<file path="config.mk">
export PLATFORM = sky130hd
export DESIGN_NAME = add16_seq_arb
export DESIGN_NICKNAME = d
export VERILOG_FILES = /design/src/rtl/add_seq_pkg.sv /design/src/rtl/add16_seq_arb_full_adder4.sv /design/src/rtl/add16_seq_arb.sv
export SDC_FILE = /design/constraint.sdc
export NUM_CORES = 1
export LEC_CHECK = 0
export BUFFER_PORTS_ARGS = -buffer_cell sky130_fd_sc_hd__buf_2
export CAP_MARGIN = 5
export CORE_ASPECT_RATIO = 0.75
export CORE_MARGIN = 2
export CORE_UTILIZATION = 53
export DETAILED_ROUTE_END_ITERATION = 8
export PLACE_DENSITY = 0.81
export SLEW_MARGIN = 20
export SYNTH_ARGS = -nofsm -noshare
export SYNTH_HDL_FRONTEND = slang
export SYNTH_SLANG_ARGS = --single-unit
</file>
<file path="constraint.sdc">
create_clock -name sys_clk -period 3.42 [get_ports sys_clk]
set_input_delay 0.342 -clock sys_clk [delete_from_list [all_inputs] [get_ports sys_clk]]
set_output_delay 0.342 -clock sys_clk [all_outputs]
set_load 0.05 [all_outputs]
</file>
<file path="src/rtl/add_seq_pkg.sv">
// Shared types and constants for the nibble-serial adder with two-requester arbitration.
//   state_e    : controller states (IDLE -> CALC -> DONE)
//   DW_DEFAULT : default operand/sum width
//   NIB_W      : width of the reused adder slice
package add_seq_pkg;

  localparam int unsigned DW_DEFAULT = 16;
  localparam int unsigned NIB_W      = 4;

  typedef enum logic [1:0] {
    ST_IDLE = 2'd0,
    ST_CALC = 2'd1,
    ST_DONE = 2'd2
  } state_e;

endpackage : add_seq_pkg

</file>
<file path="src/rtl/add16_seq_arb_full_adder4.sv">
// Purpose: 4-bit ripple slice shared across every nibble step of an operation.
// Ports:
//   a, b : 4-bit operand nibbles
//   cin  : carry into bit 0
//   sum  : 4-bit nibble sum
//   cout : carry out of bit 3
module Full_adder4
  import add_seq_pkg::*;
(
  input  logic [NIB_W-1:0] a,
  input  logic [NIB_W-1:0] b,
  input  logic             cin,
  output logic [NIB_W-1:0] sum,
  output logic             cout
);

  localparam int unsigned RW = NIB_W + 1;

  logic [RW-1:0] total;

  // Zero-extend before adding so the carry lands in the top bit.
  assign total = RW'(a) + RW'(b) + RW'(cin);
  assign sum   = total[NIB_W-1:0];
  assign cout  = total[NIB_W];

endmodule : Full_adder4

</file>
<file path="src/rtl/add16_seq_arb.sv">
// Purpose: two requesters share one nibble-serial adder. A round-robin
// arbiter accepts one operation in IDLE, CALC walks the operands one
// nibble per cycle through a single Full_adder4, DONE publishes the result
// as a one-cycle rsp_valid pulse.
// Ports:
//   sys_clk, sys_rst_n          : clock, synchronous active-low reset
//   reqN_valid/a/b/cin          : operation request from requester N
//   reqN_ready                  : acceptance handshake (combinational, IDLE only)
//   rsp_valid                   : one-cycle result pulse
//   rsp_id/rsp_sum/rsp_cout     : owner and result, held until the next result
//   busy                        : operation in flight (CALC or DONE)
module add16_seq_arb
  import add_seq_pkg::*;
#(
  parameter int unsigned DW = DW_DEFAULT
) (
  input  logic          sys_clk,
  input  logic          sys_rst_n,
  input  logic          req0_valid,
  input  logic [DW-1:0] req0_a,
  input  logic [DW-1:0] req0_b,
  input  logic          req0_cin,
  output logic          req0_ready,
  input  logic          req1_valid,
  input  logic [DW-1:0] req1_a,
  input  logic [DW-1:0] req1_b,
  input  logic          req1_cin,
  output logic          req1_ready,
  output logic          rsp_valid,
  output logic          rsp_id,
  output logic [DW-1:0] rsp_sum,
  output logic          rsp_cout,
  output logic          busy
);

  localparam int unsigned NIB = DW / NIB_W;
  localparam int unsigned IW  = (NIB > 1) ? $clog2(NIB) : 1;

  state_e          state_q, state_d;
  logic [IW-1:0]   idx_q, idx_d;
  logic            carry_q, carry_d;
  logic            last_q, last_d;
  logic            id_q, id_d;
  logic [DW-1:0]   a_q, a_d;
  logic [DW-1:0]   b_q, b_d;
  logic [DW-1:0]   result_q, result_d;
  logic            rsp_valid_q, rsp_valid_d;
  logic            rsp_id_q, rsp_id_d;
  logic [DW-1:0]   rsp_sum_q, rsp_sum_d;
  logic            rsp_cout_q, rsp_cout_d;
  logic            busy_q, busy_d;

  logic             can_grant;
  logic             gnt0, gnt1;
  logic [NIB_W-1:0] fa_a, fa_b, fa_sum;
  logic             fa_cout;

  // Round-robin: on a tie the requester that did not win last time is granted.
  assign can_grant  = sys_rst_n && (state_q == ST_IDLE);
  assign gnt0       = can_grant && req0_valid && (!req1_valid || last_q);
  assign gnt1       = can_grant && req1_valid && (!req0_valid || !last_q);
  assign req0_ready = gnt0;
  assign req1_ready = gnt1;

  // Select the current nibble of each captured operand.
  always_comb begin
    fa_a = '0;
    fa_b = '0;
    for (int unsigned k = 0; k < NIB; k++) begin
      if (idx_q == IW'(k)) begin
        fa_a = a_q[k*NIB_W +: NIB_W];
        fa_b = b_q[k*NIB_W +: NIB_W];
      end
    end
  end

  Full_adder4 u_fa (
    .a    (fa_a),
    .b    (fa_b),
    .cin  (carry_q),
    .sum  (fa_sum),
    .cout (fa_cout)
  );

  // Next-state and output logic.
  always_comb begin
    state_d     = state_q;
    idx_d       = idx_q;
    carry_d     = carry_q;
    last_d      = last_q;
    id_d        = id_q;
    a_d         = a_q;
    b_d         = b_q;
    result_d    = result_q;
    rsp_valid_d = 1'b0;
    rsp_id_d    = rsp_id_q;
    rsp_sum_d   = rsp_sum_q;
    rsp_cout_d  = rsp_cout_q;

    unique case (state_q)
      ST_IDLE: begin
        if (gnt0 || gnt1) begin
          a_d     = gnt1 ? req1_a   : req0_a;
          b_d     = gnt1 ? req1_b   : req0_b;
          carry_d = gnt1 ? req1_cin : req0_cin;
          id_d    = gnt1;
          last_d  = gnt1;
          idx_d   = '0;
          state_d = ST_CALC;
        end
      end
      ST_CALC: begin
        for (int unsigned k = 0; k < NIB; k++) begin
          if (idx_q == IW'(k)) begin
            result_d[k*NIB_W +: NIB_W] = fa_sum;
          end
        end
        carry_d = fa_cout;
        if (idx_q == IW'(NIB - 1)) begin
          idx_d   = '0;
          state_d = ST_DONE;
        end else begin
          idx_d = IW'(idx_q + 1'b1);
        end
      end
      ST_DONE: begin
        rsp_valid_d = 1'b1;
        rsp_id_d    = id_q;
        rsp_sum_d   = result_q;
        rsp_cout_d  = carry_q;
        state_d     = ST_IDLE;
      end
      default: begin
        state_d = ST_IDLE;
      end
    endcase

    busy_d = (state_d != ST_IDLE);
  end

  // State and output registers; reset aborts any operation in flight.
  always_ff @(posedge sys_clk) begin
    if (!sys_rst_n) begin
      state_q     <= ST_IDLE;
      idx_q       <= '0;
      carry_q     <= 1'b0;
      last_q      <= 1'b1;
      id_q        <= 1'b0;
      a_q         <= '0;
      b_q         <= '0;
      result_q    <= '0;
      rsp_valid_q <= 1'b0;
      rsp_id_q    <= 1'b0;
      rsp_sum_q   <= '0;
      rsp_cout_q  <= 1'b0;
      busy_q      <= 1'b0;
    end else begin
      state_q     <= state_d;
      idx_q       <= idx_d;
      carry_q     <= carry_d;
      last_q      <= last_d;
      id_q        <= id_d;
      a_q         <= a_d;
      b_q         <= b_d;
      result_q    <= result_d;
      rsp_valid_q <= rsp_valid_d;
      rsp_id_q    <= rsp_id_d;
      rsp_sum_q   <= rsp_sum_d;
      rsp_cout_q  <= rsp_cout_d;
      busy_q      <= busy_d;
    end
  end

  assign rsp_valid = rsp_valid_q;
  assign rsp_id    = rsp_id_q;
  assign rsp_sum   = rsp_sum_q;
  assign rsp_cout  = rsp_cout_q;
  assign busy      = busy_q;

endmodule : add16_seq_arb

</file>
==> impl_metrics.yaml <==
synthesis:
  post_synth_num_cell_types: 35
  ys_seq_elements: 75
  async_flop_share_pct: 0
  yosysWarningCount: 0
  syn-cell-area_mm2: 0.00351
  ys_seq_area_share_pct: 42.8
  ys_dominant_reg_cell: "dfxtp_1"
  postSynthNetCount: 480
  post_synth.cell_area_avg_um2: 8.74
  instance_count_of_the_mapped_netlist: 401
  number_of_flops_mapped_to_enable_cells_by_yosys: 0
timing:
  final.setup.worst_slack_ns: 0.333
  relSlewSlack_pct: 51.2
  setup_repair_after_global_routing_missed_its_margin: "no"
  timing.final.crit_period_ns: 3.09
  final.setup_skew_ns: 0.0132
  finalHoldViolations: 0
  slew_at_the_pin_closest_to_its_max_slew_limit_ns: 0.732
  final_max_slew_viol_count: 0
  min_period_over_period_pct: 90.3
  setup-tns-final_ns: 0
  fmax_ghz: 0.324
  final_report_setup_violation_count: 0
run:
  drv.max_cap_violation_count: 0
pwr:
  power_per_cell_area_mw_per_mm2: 494
  power.leakage_nw: 2.00
  max-vdd-ir-drop_mv: 0.304
  finalPower_w: 0.00207
global_routing:
  maximum_number_of_pins_on_one_net_before_global_route_repair: 79
  global_route_wire_length_before_repair_um: 13500
  antenna_found_initial: 0
  number_of_global_route_vias_before_repair: 2914
  grt_util_all_layers_pct: 23.3
  grt_overflow: 0
die:
  dieArea_mm2: 0.00729
  die_width_um: 97.9
  die_height_um: 74.4
  placementRows: 25
  core_mm2: 0.00635
  number_of_primary_i_o_pins: 92
  effective_utilization_at_floorplan_pct: 55.2
clocking:
  clk_latency_ns: 0.36
  cts_hold_buffers: 0
  clk_path_buf_depth: 2
  post_cts.resized_instances: 0
  cts_tree: "done"
  ctsRootBufferMaster: "clkbuf_8"
  count_of_buffers_added_by_post_cts_timing_repair_for_setup: 0
  tritoncts_buffer_count: 9
  cts.sink_count: 75
  clk_pin_slew_worst_paths_ns: 0.09
  cts-htree-levels: 3
run_status:
  run_status: "finished, final reports clean"
detailed_routing:
  post-route-drc-count: 0
  num_vias: 3066
  route.antenna.remaining_nets: 0
  post_drt_wl_per_cell_um: 14.3
  vias_per_cell: 5.46
  detailedRoute.firstPassIterationCount: 6
  drt-total-wl_um: 8060
  detail_route.iter0.violations: 132
final_layout:
  insertedDiodeCount: 0
  share_of_layout_cells_above_drive_strength_1_pct: 23.9
  areaGrowthSynthToFinish_pct: 19.7
  final_net_count: 555
setup_path:
  critical_path.endpoint: "result_q[15]"
  cpMaxStageDelayCell: "ha_1"
  critical_path_arrival_ns: 3.35
  bufs_and_invs_on_worst_path: 0
  critical_path_required_ns: 3.68
  crit_cells: 10
  path_delay_family: "compound AO/OA/AOI/OAI gates"
  critPathKind: "flip-flop to flip-flop"
  critPathLaunch: "idx_q[0]"
  worst_setup_path_end_kind: "flip-flop"
  rr_startpoint: "idx_q[0]"
  ff2ff_setup_slack_ns: 0.33
  r2r.worst_path.cells: 10
  crit_path_max_incr_delay_ns: 0.54
  critPathMaxFanout: 18
  path_cells: "ha_1 > nor2b_1 > a221oi_1 > nor3_1 > a21o_1 > ha_1 > nor2b_1 > o21ai_0 > or4b_1 > o311ai_1"
  cp-start-kind: "flip-flop"
  timing.rr.end: "result_q[15]"
placement:
  post-place-ws_ns: 0.368
  buffer_ports.inserted: 91
  gpl.final_weighted_congestion: 0.790
  hpwl_dp_um: 5710
min_path:
  hold_crit_path_type: "input pin to flip-flop"
==> where the power goes <==
part / internal [W] / switching, W
clock: 0.000489 / 0.000351
sequential: 0.000918 / 0.0000331
combinational: 0.000125 / 0.000155
total: 0.00153 / 0.000539
==> worst register-to-register path: stages, from the launching register on <==
cell,delay (ns)
dfxtp_1,0.42
ha_1,0.54
nor2b_1,0.13
a221oi_1,0.33
nor3_1,0.10
a21o_1,0.19
ha_1,0.27
nor2b_1,0.12
o21ai_0,0.30
or4b_1,0.48
o311ai_1,0.11
==> logic make-up (layout without fill, tap and decap cells) <==
group	count (synthesis)	in the layout	share of synthesized area (%)
XOR/XNOR	1	1	0.250
flip-flops	75	75	42.8
AO/OA/AOI/OAI	129	129	22.6
buffers and inverters	36	116	4.89
multiplexers	33	33	9.42
adder cells (fa/ha/maj)	9	9	3.64
AND/OR/NAND/NOR	118	118	16.4
==> layout by cell type (no fill, tap or decap), types with 2 or more instances in the layout <==
master,count
o21ai_0,37
nand3_2,2
ha_1,7
nand3_1,7
nand2b_1,4
and2_1,5
o211a_1,8
nor2b_1,12
clkbuf_8,9
nand3b_1,4
a21oi_1,45
bufinv_16,3
a21boi_0,24
fa_1,2
or4b_1,4
nor3_1,5
buf_2,91
clkinv_4,2
buf_4,3
mux2i_1,33
inv_1,6
dfxtp_1,75
nand2_1,69
o311ai_1,4
a221oi_1,4
a21o_1,3
==> metal layers <==
metal | up-vias | GRT usage [%] | wire (um)
li1 | 1569 | - | -
met1 | 1396 | 30.4 | 3950
met2 | 87 | 37.3 | 3550
met3 | 14 | 6.58 | 438
met4 | 0 | 8.95 | 123
met5 | - | 0 | 0
==> cell type report <==
class | count | area, um2
clock buffer | 9 | 124
clock inverter | 7 | 124
fill | 532 | 2150
inverter | 6 | 22.5
multi-input combinational | 290 | 1850
sequential | 75 | 1500
tap | 81 | 101
timing repair buffer | 94 | 478
==> flip-flops by register name, summed over array words and instances (netlist names) <==
| name | flops |
|---|---|
| a_q | 16 |
| b_q | 16 |
| busy | 1 |
| carry_q | 1 |
| id_q | 1 |
| idx_q | 2 |
| last_q | 1 |
| result_q | 16 |
| rsp_cout | 1 |
| rsp_id | 1 |
| rsp_sum | 16 |
| rsp_valid | 1 |
| state_q | 2 |
==> how the worst min path moves through the flow <==
stage / from / to / cells past startpoint
3_5_place_dp: id_q / id_q / 2
6_report: req1_b[5] / b_q[5] / 3
3_3_place_gp: id_q / id_q / 2
2_1_floorplan: id_q / id_q / 2
5_1_grt: req0_b[9] / b_q[9] / 3
4_1_cts: req1_b[4] / b_q[4] / 3
==> synthesized netlist by cell type (2+ instances only) <==
cell type / instances / area, um2
dfxtp_1: 75 / 1500
nand2_1: 69 / 259
a21oi_1: 45 / 225
o21ai_0: 37 / 185
mux2i_1: 33 / 330
a21boi_0: 24 / 180
clkbuf_1: 16 / 60.1
nor2b_1: 13 / 81.3
nand3_1: 9 / 45.0
buf_2: 8 / 40.0
o211a_1: 8 / 80.1
ha_1: 7 / 87.6
inv_1: 6 / 22.5
and2_1: 5 / 31.3
nor3_1: 5 / 25.0
a221oi_1: 4 / 35.0
nand2b_1: 4 / 25.0
nand3b_1: 4 / 30.0
o311ai_1: 4 / 35.0
or4b_1: 4 / 40.0
a21o_1: 3 / 22.5
buf_6: 3 / 33.8
buf_1: 2 / 7.51
fa_1: 2 / 40.0
==> per-stage QoR <==
stage	instance area [um2]	hold WS, ns	std cells	util, %
after CTS	4190	0.255	562	66.0
after global routing	4200	0.281	562	66.1
after floorplan	3510	0.434	401	-
after detailed placement	3950	0.450	546	62.1
final	4200	0.261	562	66.1
after global placement	3950	0.445	546	62.1
Power figures use the tool's default switching activity.
